--- config.mk ---
export PLATFORM = sky130hd
export DESIGN_NAME = demux_1_7_capture
export DESIGN_NICKNAME = d
export VERILOG_FILES = /design/src/rtl/demux_1_7_capture.sv
export SDC_FILE = /design/constraint.sdc
export NUM_CORES = 1
export LEC_CHECK = 0
export BUFFER_PORTS_ARGS = -buffer_cell sky130_fd_sc_hd__buf_2
export CAP_MARGIN = 30
export CORE_MARGIN = 8
export CORE_UTILIZATION = 54
export CTS_CLUSTER_SIZE = 25
export DETAILED_ROUTE_END_ITERATION = 7
export GPL_ROUTABILITY_DRIVEN = 0
export PLACE_DENSITY = 0.81
export SYNTH_ARGS = -nofsm -noshare
export SYNTH_HDL_FRONTEND = slang
export SYNTH_SLANG_ARGS = --single-unit
--- constraint.sdc ---
create_clock -name clock -period 4 [get_ports clock]
set_input_delay 0 -clock clock [delete_from_list [all_inputs] [get_ports clock]]
set_output_delay 0 -clock clock [all_outputs]
set_load 0.005 [all_outputs]
--- src/rtl/demux_1_7_capture.sv ---
`default_nettype none
// ============================================================================
// Module      : demux_1_7_capture
// Description : Steers a serial input bit into one of N_OUT registered slots,
//               either by direct addressed write or by an N_OUT-bit sweep
//               that ends with a one-cycle done pulse.
// Revision    : 1.0 - initial release
// ============================================================================
module demux_1_7_capture #(
  parameter int N_OUT   = 7,
  parameter int SEL_W   = 3,
  parameter int CLR_SWP = 1
) (
  input  logic             clock,
  input  logic             reset,
  input  logic             in,
  input  logic [SEL_W-1:0] func,
  input  logic             load,
  input  logic             start,
  input  logic             in_vld,
  output logic [N_OUT-1:0] out,
  output logic             busy,
  output logic             done,
  output logic             err
);

  localparam int IDX_W = (N_OUT > 1) ? $clog2(N_OUT) : 1;
  localparam logic [IDX_W-1:0] LAST_IDX = IDX_W'(N_OUT - 1);

  typedef enum logic [0:0] {
    ST_IDLE  = 1'b0,
    ST_SWEEP = 1'b1
  } state_t;

  state_t             state_q, state_d;
  logic [IDX_W-1:0]   idx_q,   idx_d;
  logic [N_OUT-1:0]   out_q,   out_d;
  logic               busy_q,  busy_d;
  logic               done_q,  done_d;
  logic               err_q,   err_d;

  // Slot selects that fall outside the implemented slots flag an error
  // instead of writing, mirroring a mux that returns 0 for such selects.
  logic               func_ok;
  assign func_ok = (32'(func) < N_OUT);

  // Next-state, slot update and status pulse generation.
  always_comb begin
    state_d = state_q;
    idx_d   = idx_q;
    out_d   = out_q;
    busy_d  = busy_q;
    done_d  = 1'b0;
    err_d   = 1'b0;
    unique case (state_q)
      ST_IDLE: begin
        if (start) begin
          // start wins over load; the direct write is simply dropped
          state_d = ST_SWEEP;
          idx_d   = '0;
          busy_d  = 1'b1;
          if (CLR_SWP != 0) begin
            out_d = '0;
          end
        end else if (load) begin
          if (func_ok) begin
            for (int k = 0; k < N_OUT; k++) begin
              if (func == SEL_W'(k)) begin
                out_d[k] = in;
              end
            end
          end else begin
            err_d = 1'b1;
          end
        end
      end
      ST_SWEEP: begin
        // load/start are not looked at here; nothing is queued
        if (in_vld) begin
          for (int k = 0; k < N_OUT; k++) begin
            if (idx_q == IDX_W'(k)) begin
              out_d[k] = in;
            end
          end
          if (idx_q == LAST_IDX) begin
            state_d = ST_IDLE;
            idx_d   = '0;
            busy_d  = 1'b0;
            done_d  = 1'b1;
          end else begin
            idx_d = idx_q + IDX_W'(1);
          end
        end
      end
      default: begin
        state_d = ST_IDLE;
        idx_d   = '0;
        busy_d  = 1'b0;
      end
    endcase
  end

  // State and output registers; reset overrides every other input.
  always_ff @(posedge clock) begin
    if (reset) begin
      state_q <= ST_IDLE;
      idx_q   <= '0;
      out_q   <= '0;
      busy_q  <= 1'b0;
      done_q  <= 1'b0;
      err_q   <= 1'b0;
    end else begin
      state_q <= state_d;
      idx_q   <= idx_d;
      out_q   <= out_d;
      busy_q  <= busy_d;
      done_q  <= done_d;
      err_q   <= err_d;
    end
  end

  assign out  = out_q;
  assign busy = busy_q;
  assign done = done_q;
  assign err  = err_q;

endmodule
`default_nettype wire
# --- Word-level counts from Yosys, hierarchy flattened ---
# Index checks and enable logic that the tools add are counted.
word_totals:
  output_inout_bits: 10
  ff_bits: 14
  input_bits: 9
  elab_cells: 93
classes:
  add_sub_neg: 1
  bitwise: 3
  n_reduce_logical: 13
  n_mux: 33
  n_eq_ne: 30
  order_cmp: 1
op_table:
  columns: ["op", "count"]
  rows:
  - ["5-bit AND reduction", 7]
  - ["7-bit 2-to-1 mux", 4]
  - ["3-bit inequality test (second input constant)", 9]
  - ["1-bit 2-to-1 mux", 22]
  - ["3-bit == test (second input constant)", 6]
  - ["2-bit by 1-bit inequality test with 1-bit output (second input constant)", 7]
  - ["7-bit one-hot mux with 2 select lines", 1]
  - ["3-bit by 2-bit == test with 1-bit output (second input constant)", 4]
  - ["3-bit 2-to-1 mux", 3]
  - ["3-bit by 1-bit == test with 1-bit output (second input constant)", 2]
  - ["3-bit zero test", 2]
  - ["3-bit one-hot mux with 2 select lines", 1]
  - ["2-bit inequality test (second input constant)", 2]
  - ["1-bit one-hot mux with 2 select lines", 2]
  - ["4-bit OR reduction", 1]
  - ["3-bit by 1-bit adder with 3-bit output (second input constant)", 1]
  - ["3-bit < comparator (second input constant)", 1]
  - ["1-bit inverter", 3]
  - ["3-bit AND reduction", 1]
  - ["3-bit OR reduction", 1]
  - ["2-bit AND reduction", 1]

# --- Depth between registers and ports, before layout ---
logic_depth:
  ltp_word: 6
  depth_mapped: 5
  ltp_nobuf: 5

# --- Worst setup path after synthesis ---
# OpenSTA, ideal clock, no wires.
synth_timing:
  path_kind: "reg2reg"
  start: "register idx_q[2]"
  end: "register out_q[4], in the netlist out[4]"
  t_arrival_ns: 1.233
  required_time_ns: 3.927
  setup_ns: 0.073
  stages_incl_launch_ff: 5
  period_less_slack_ns: 1.306
  n_path_buf: 0
  setup_slack_ns: 2.694
  cell_sequence: "dfxtp_1 -> inv_2 -> or3_1 -> a221oi_2 -> mux2i_1"
synth_between:
  elab_chain_cells: 3
synth_lines:
  columns: ["element", "line_no", "text"]
  rows:
  - ["start, declared", "36", "logic [IDX_W-1:0] idx_q, idx_d;"]
  - ["start signal, assigned", "114", "idx_q <= idx_d;"]
  - ["3-bit == test", "81", "if (idx_q == IDX_W'(k)) begin"]
  - ["2-bit by 1-bit inequality test with 1-bit output (no source line)", null, null]
  - ["5-bit AND reduction (no source line)", null, null]
  - ["end signal, assigned", "115", "out_q <= out_d;"]
  - ["end, declared", "37", "logic [N_OUT-1:0] out_q, out_d;"]
# Every way passes these cells.
# A chain may end at the register's enable or synchronous reset.

# --- Final worst setup path ---
layout_timing:
  start: "register state_q"
  end: "register out_q[0], in the netlist out[0]"
layout_between:
  elab_chain_cells: 3
  elab_cells_between_ends: 8
  classes_between: "eq/ne (5); mux (1); bitwise (1); reduce/logical (1)"
layout_lines:
  columns: ["element", "line_no", "text"]
  rows:
  - ["start, declared", "35", "state_t state_q, state_d;"]
  - ["start signal, assigned", "113", "state_q <= state_d;"]
  - ["1-bit inverter", null, null]
  - ["3-bit inequality test (no source line)", null, null]
  - ["5-bit AND reduction (no source line)", null, null]
# Several ways; a longest one is shown, not always the timed one.

==> metrics.md <==
| Metric | Value |
|---|---|
| Share of cells above drive strength 1 | 0.2596 |
| Largest net degree at the start of global routing | 16 |
| DIE WIDTH | 53.50 um |
| Maximum vdd drop | 0.2431 mV |
| Die area | roughly 2900 um2 |
| R2R cell count | 4 |
| Grt total ovfl | 0 |
| Slew Viols, Final | 0 |
| Final cell count without fillers | 119 |
| Starting Density | 0.5837 |
| Register-to-register setup slack | 2290 ps |
| Syn Nets | 93 |
| Vias in the first global route | 680 |
| Cts repair resizes | 0 |
| Worst path max stage delay | 630 ps |
| Status | completed |
| Cell with the largest stage delay on the worst path | dfxtp_1 |
| Hold_sp | in_vld |
| Crit path max fanout | 14 |
| Cells after synthesis | 83 |
| Worst Hold Depth | 3 |
| Critical Path Sink Type | flop |
| Setup violation total in the final timing report | 0 |
| # rows | 13 |
| Placed Instances | 114 |
| Tcrit/Tclk final | 0.4267 |
| First-pass GRT wire length | around 2900 um |
| DRT Pass-1 Iters | 4 |
| CP Data Required Time | 4160 ps |
| Routed vias | ~700 |
| Top_reg_cell synth | dfxtp_1 |
| RSZ-0062 raised after global routing | false |
| CP startpoint kind | flop |
| Synthesis-to-finish area growth | 19.28% |
| Placed cell areas | about 860 um2 |
| Final hold vios | 0 |
| Area of the multi-input gates | 462.9 um2 |
| YS warnings | 0 |
| Critical R2R Capture | out[0]$_SDFFE_PP0P_ |
| Max Cap Viol | 0 |
| Pwr per Cell Area | roughly 340 nW/um2 |
| Routed Antenna Nets | 0 |
| Diode count | 0 |
| Yosys top cell by area | dfxtp_1 |
| Clock Latency Late Sink | 280 ps |
| Synth top cells by count | dfxtp_1 (14), nor2_1 (10), nand2b_1 (9) |
| Worst slew margin | 0.5775 |
| Critical Path AT | between 1500 and 2000 ps |
| CTS Buf Count | 3 |
| Count of cell types in the netlist | 26 |
| DR DRC count | 0 |
| Crit Path Class | reg2reg |
| Design Area, Final | 905.9 um2 |
| WHS | 42.84 ps |
| H-tree depth | 1 |
| Worst Hold Class | in2reg |
| Die Height | roughly 54 um |
| Worst-Margin Slew | 631.3 ps |
| Number of port buffers | 18 |
| CTS tree | built |
| Routed wire length | 1706 um |
| Cell leakage power | approximately 0.00037 uW |
| Post CTS Setup Buffer Count | 0 |
| Clk sinks | 14 |
| Sequential area share after synthesis | 0.3690 |
| Total Power | 307.8 uW |
| GRT Total Usage | 0.1317 |
| Wire length per cell | roughly 14 um |
| Number of synthesized flops with an enable pin | 0 |
| Antenna violations before repair | 0 |
| Nets@finish | 115 |
| Final Skew | 1.873 ps |
| Maximum root-to-sink buffer count | 2 |
| Core Box Area | about 1300 um2 |
| Mapped cell area | 759.5 um2 |
| DRT iter0 DRCs | 11 |
| Via density | 5.840 |
| Worst r2r src | state_q$_SDFF_PP0_ |
| FMAX | between 0.5 and 0.6 GHz |
| Storage element area | about 280 um2 |
| Layout fillers | between 100 and 150 |
| FF+latch count, synth | 14 |
| Area contributors post-synth | dfxtp_1 (37%), mux2i_1 (9.2%), nand2b_1 (7.4%), nand3b_1 (5.9%), a221oi_1 (5.8%) |
| CP cell instances | mux2_2 > a31oi_4 > a221oi_1 > mux2i_1 |
| Asr flop ratio synth | 0 |
| Worst hold path endpoint | idx_q[1]$_SDFFE_PP0P_ |
| Clock Tree Root | clkbuf_4 |
| Final min period | 1707 ps |
| Register clock-pin slew on the reported worst setup and hold paths | 90 ps |
| Most numerous cell in the Yosys netlist | dfxtp_1 |
| IO Count | 19 |
| Setup_tns | 0 ps |
| DP HPWL | 1317 um |
| Area share of the largest cell type after synthesis | 0.3690 |
| Mapped Avg Cell Area | 9.150 um2 |
==> state kept, by name, summed over array words and instances (netlist names) <==
| name | flops |
|---|---|
| idx_q | 3 |
| done | 1 |
| state_q | 1 |
| out | 7 |
| err | 1 |
| busy | 1 |
==> layout by cell type, fill, tap and decap left out, types with 2 or more instances in the layout <==
| master | count |
|---|---|
| nand3b_1 | 6 |
| or3b_1 | 2 |
| a221oi_1 | 5 |
| buf_2 | 18 |
| nor3_1 | 2 |
| mux2i_1 | 7 |
| o21ai_0 | 2 |
| clkbuf_4 | 3 |
| dfxtp_1 | 14 |
| a22oi_1 | 2 |
| and2_1 | 2 |
| or3_1 | 3 |
| nand2b_1 | 9 |
| nand2_1 | 5 |
| nor2_1 | 10 |
| a221oi_2 | 2 |
==> metrics by stage <==
step / util / setup WS (ps)
after floorplan: - / 2694
after global placement: 0.6606 / 2366
after detailed placement: 0.6606 / 2325
after CTS: 0.6962 / 2309
after global routing: 0.6962 / 2172
final: 0.6962 / 2293
==> how the worst max path moves through the flow <==
stage,startpoint,endpoint,slack [ps],depth (start not counted)
after global placement,state_q$_SDFF_PP0_,out[0]$_SDFFE_PP0P_,2370,4
after floorplan,idx_q[2]$_SDFFE_PP0P_,out[4]$_SDFFE_PP0P_,2690,4
after global routing,state_q$_SDFF_PP0_,out[0]$_SDFFE_PP0P_,2170,3
after detailed placement,state_q$_SDFF_PP0_,out[0]$_SDFFE_PP0P_,2320,4
final,state_q$_SDFF_PP0_,out[0]$_SDFFE_PP0P_,2290,4
after CTS,state_q$_SDFF_PP0_,out[0]$_SDFFE_PP0P_,2310,4
==> where the power goes <==
group | total, uW | leakage (uW) | internal [uW] | switching, uW
Combinational | 53.3 | 0.000230 | 26.4 | 26.9
Clock | 102 | 0.0000210 | 55.4 | 46.5
Sequential | 153 | 0.000114 | 146 | 6.49
Total | 308 | 0.000365 | 228 | 79.9
==> routing by layer <==
| layer | vias up | global-route usage | share of wire |
|---|---|---|---|
| met2 | 14 | 0.2129 | 0.47 |
| met3 | 5 | 0.03641 | 0.053 |
| met1 | 331 | 0.1569 | 0.46 |
| li1 | 345 | - | - |
| met5 | - | 0 | 0 |
| met4 | 0 | 0.06303 | 0.017 |
==> repair_timing <==
item                                    CTS  global route
endpoints found under the setup margin    0             0
hold buffers                              1             0
hold endpoints to repair                  1             0
==> worst max-delay path, delay by kind of cell, from the launching register on <==
| kind | cells | cell delay [ps] |
|---|---|---|
| compound gates | 2 | 380 |
| flops | 1 | 630 |
| mux | 2 | 580 |
==> cell type report <==
cell class	instances	share of cell area
inverters	2	0.008287
well taps	15	0.02072
multi-input cells	65	0.5110
flip-flops and latches	14	0.3094
repair buffers	19	0.1105
clock buffers	4	0.04006
==> kinds of logic after synthesis <==
group,count (synthesis),synth area share
DFF,14,0.3690
muxes,8,0.1071
adders and majority gates,1,0.01647
buffers and inverters,4,0.02140
AOI/OAI and AO/OA,15,0.1862
and+or+nand+nor,41,0.2998
(Power assumes the default switching activity.)
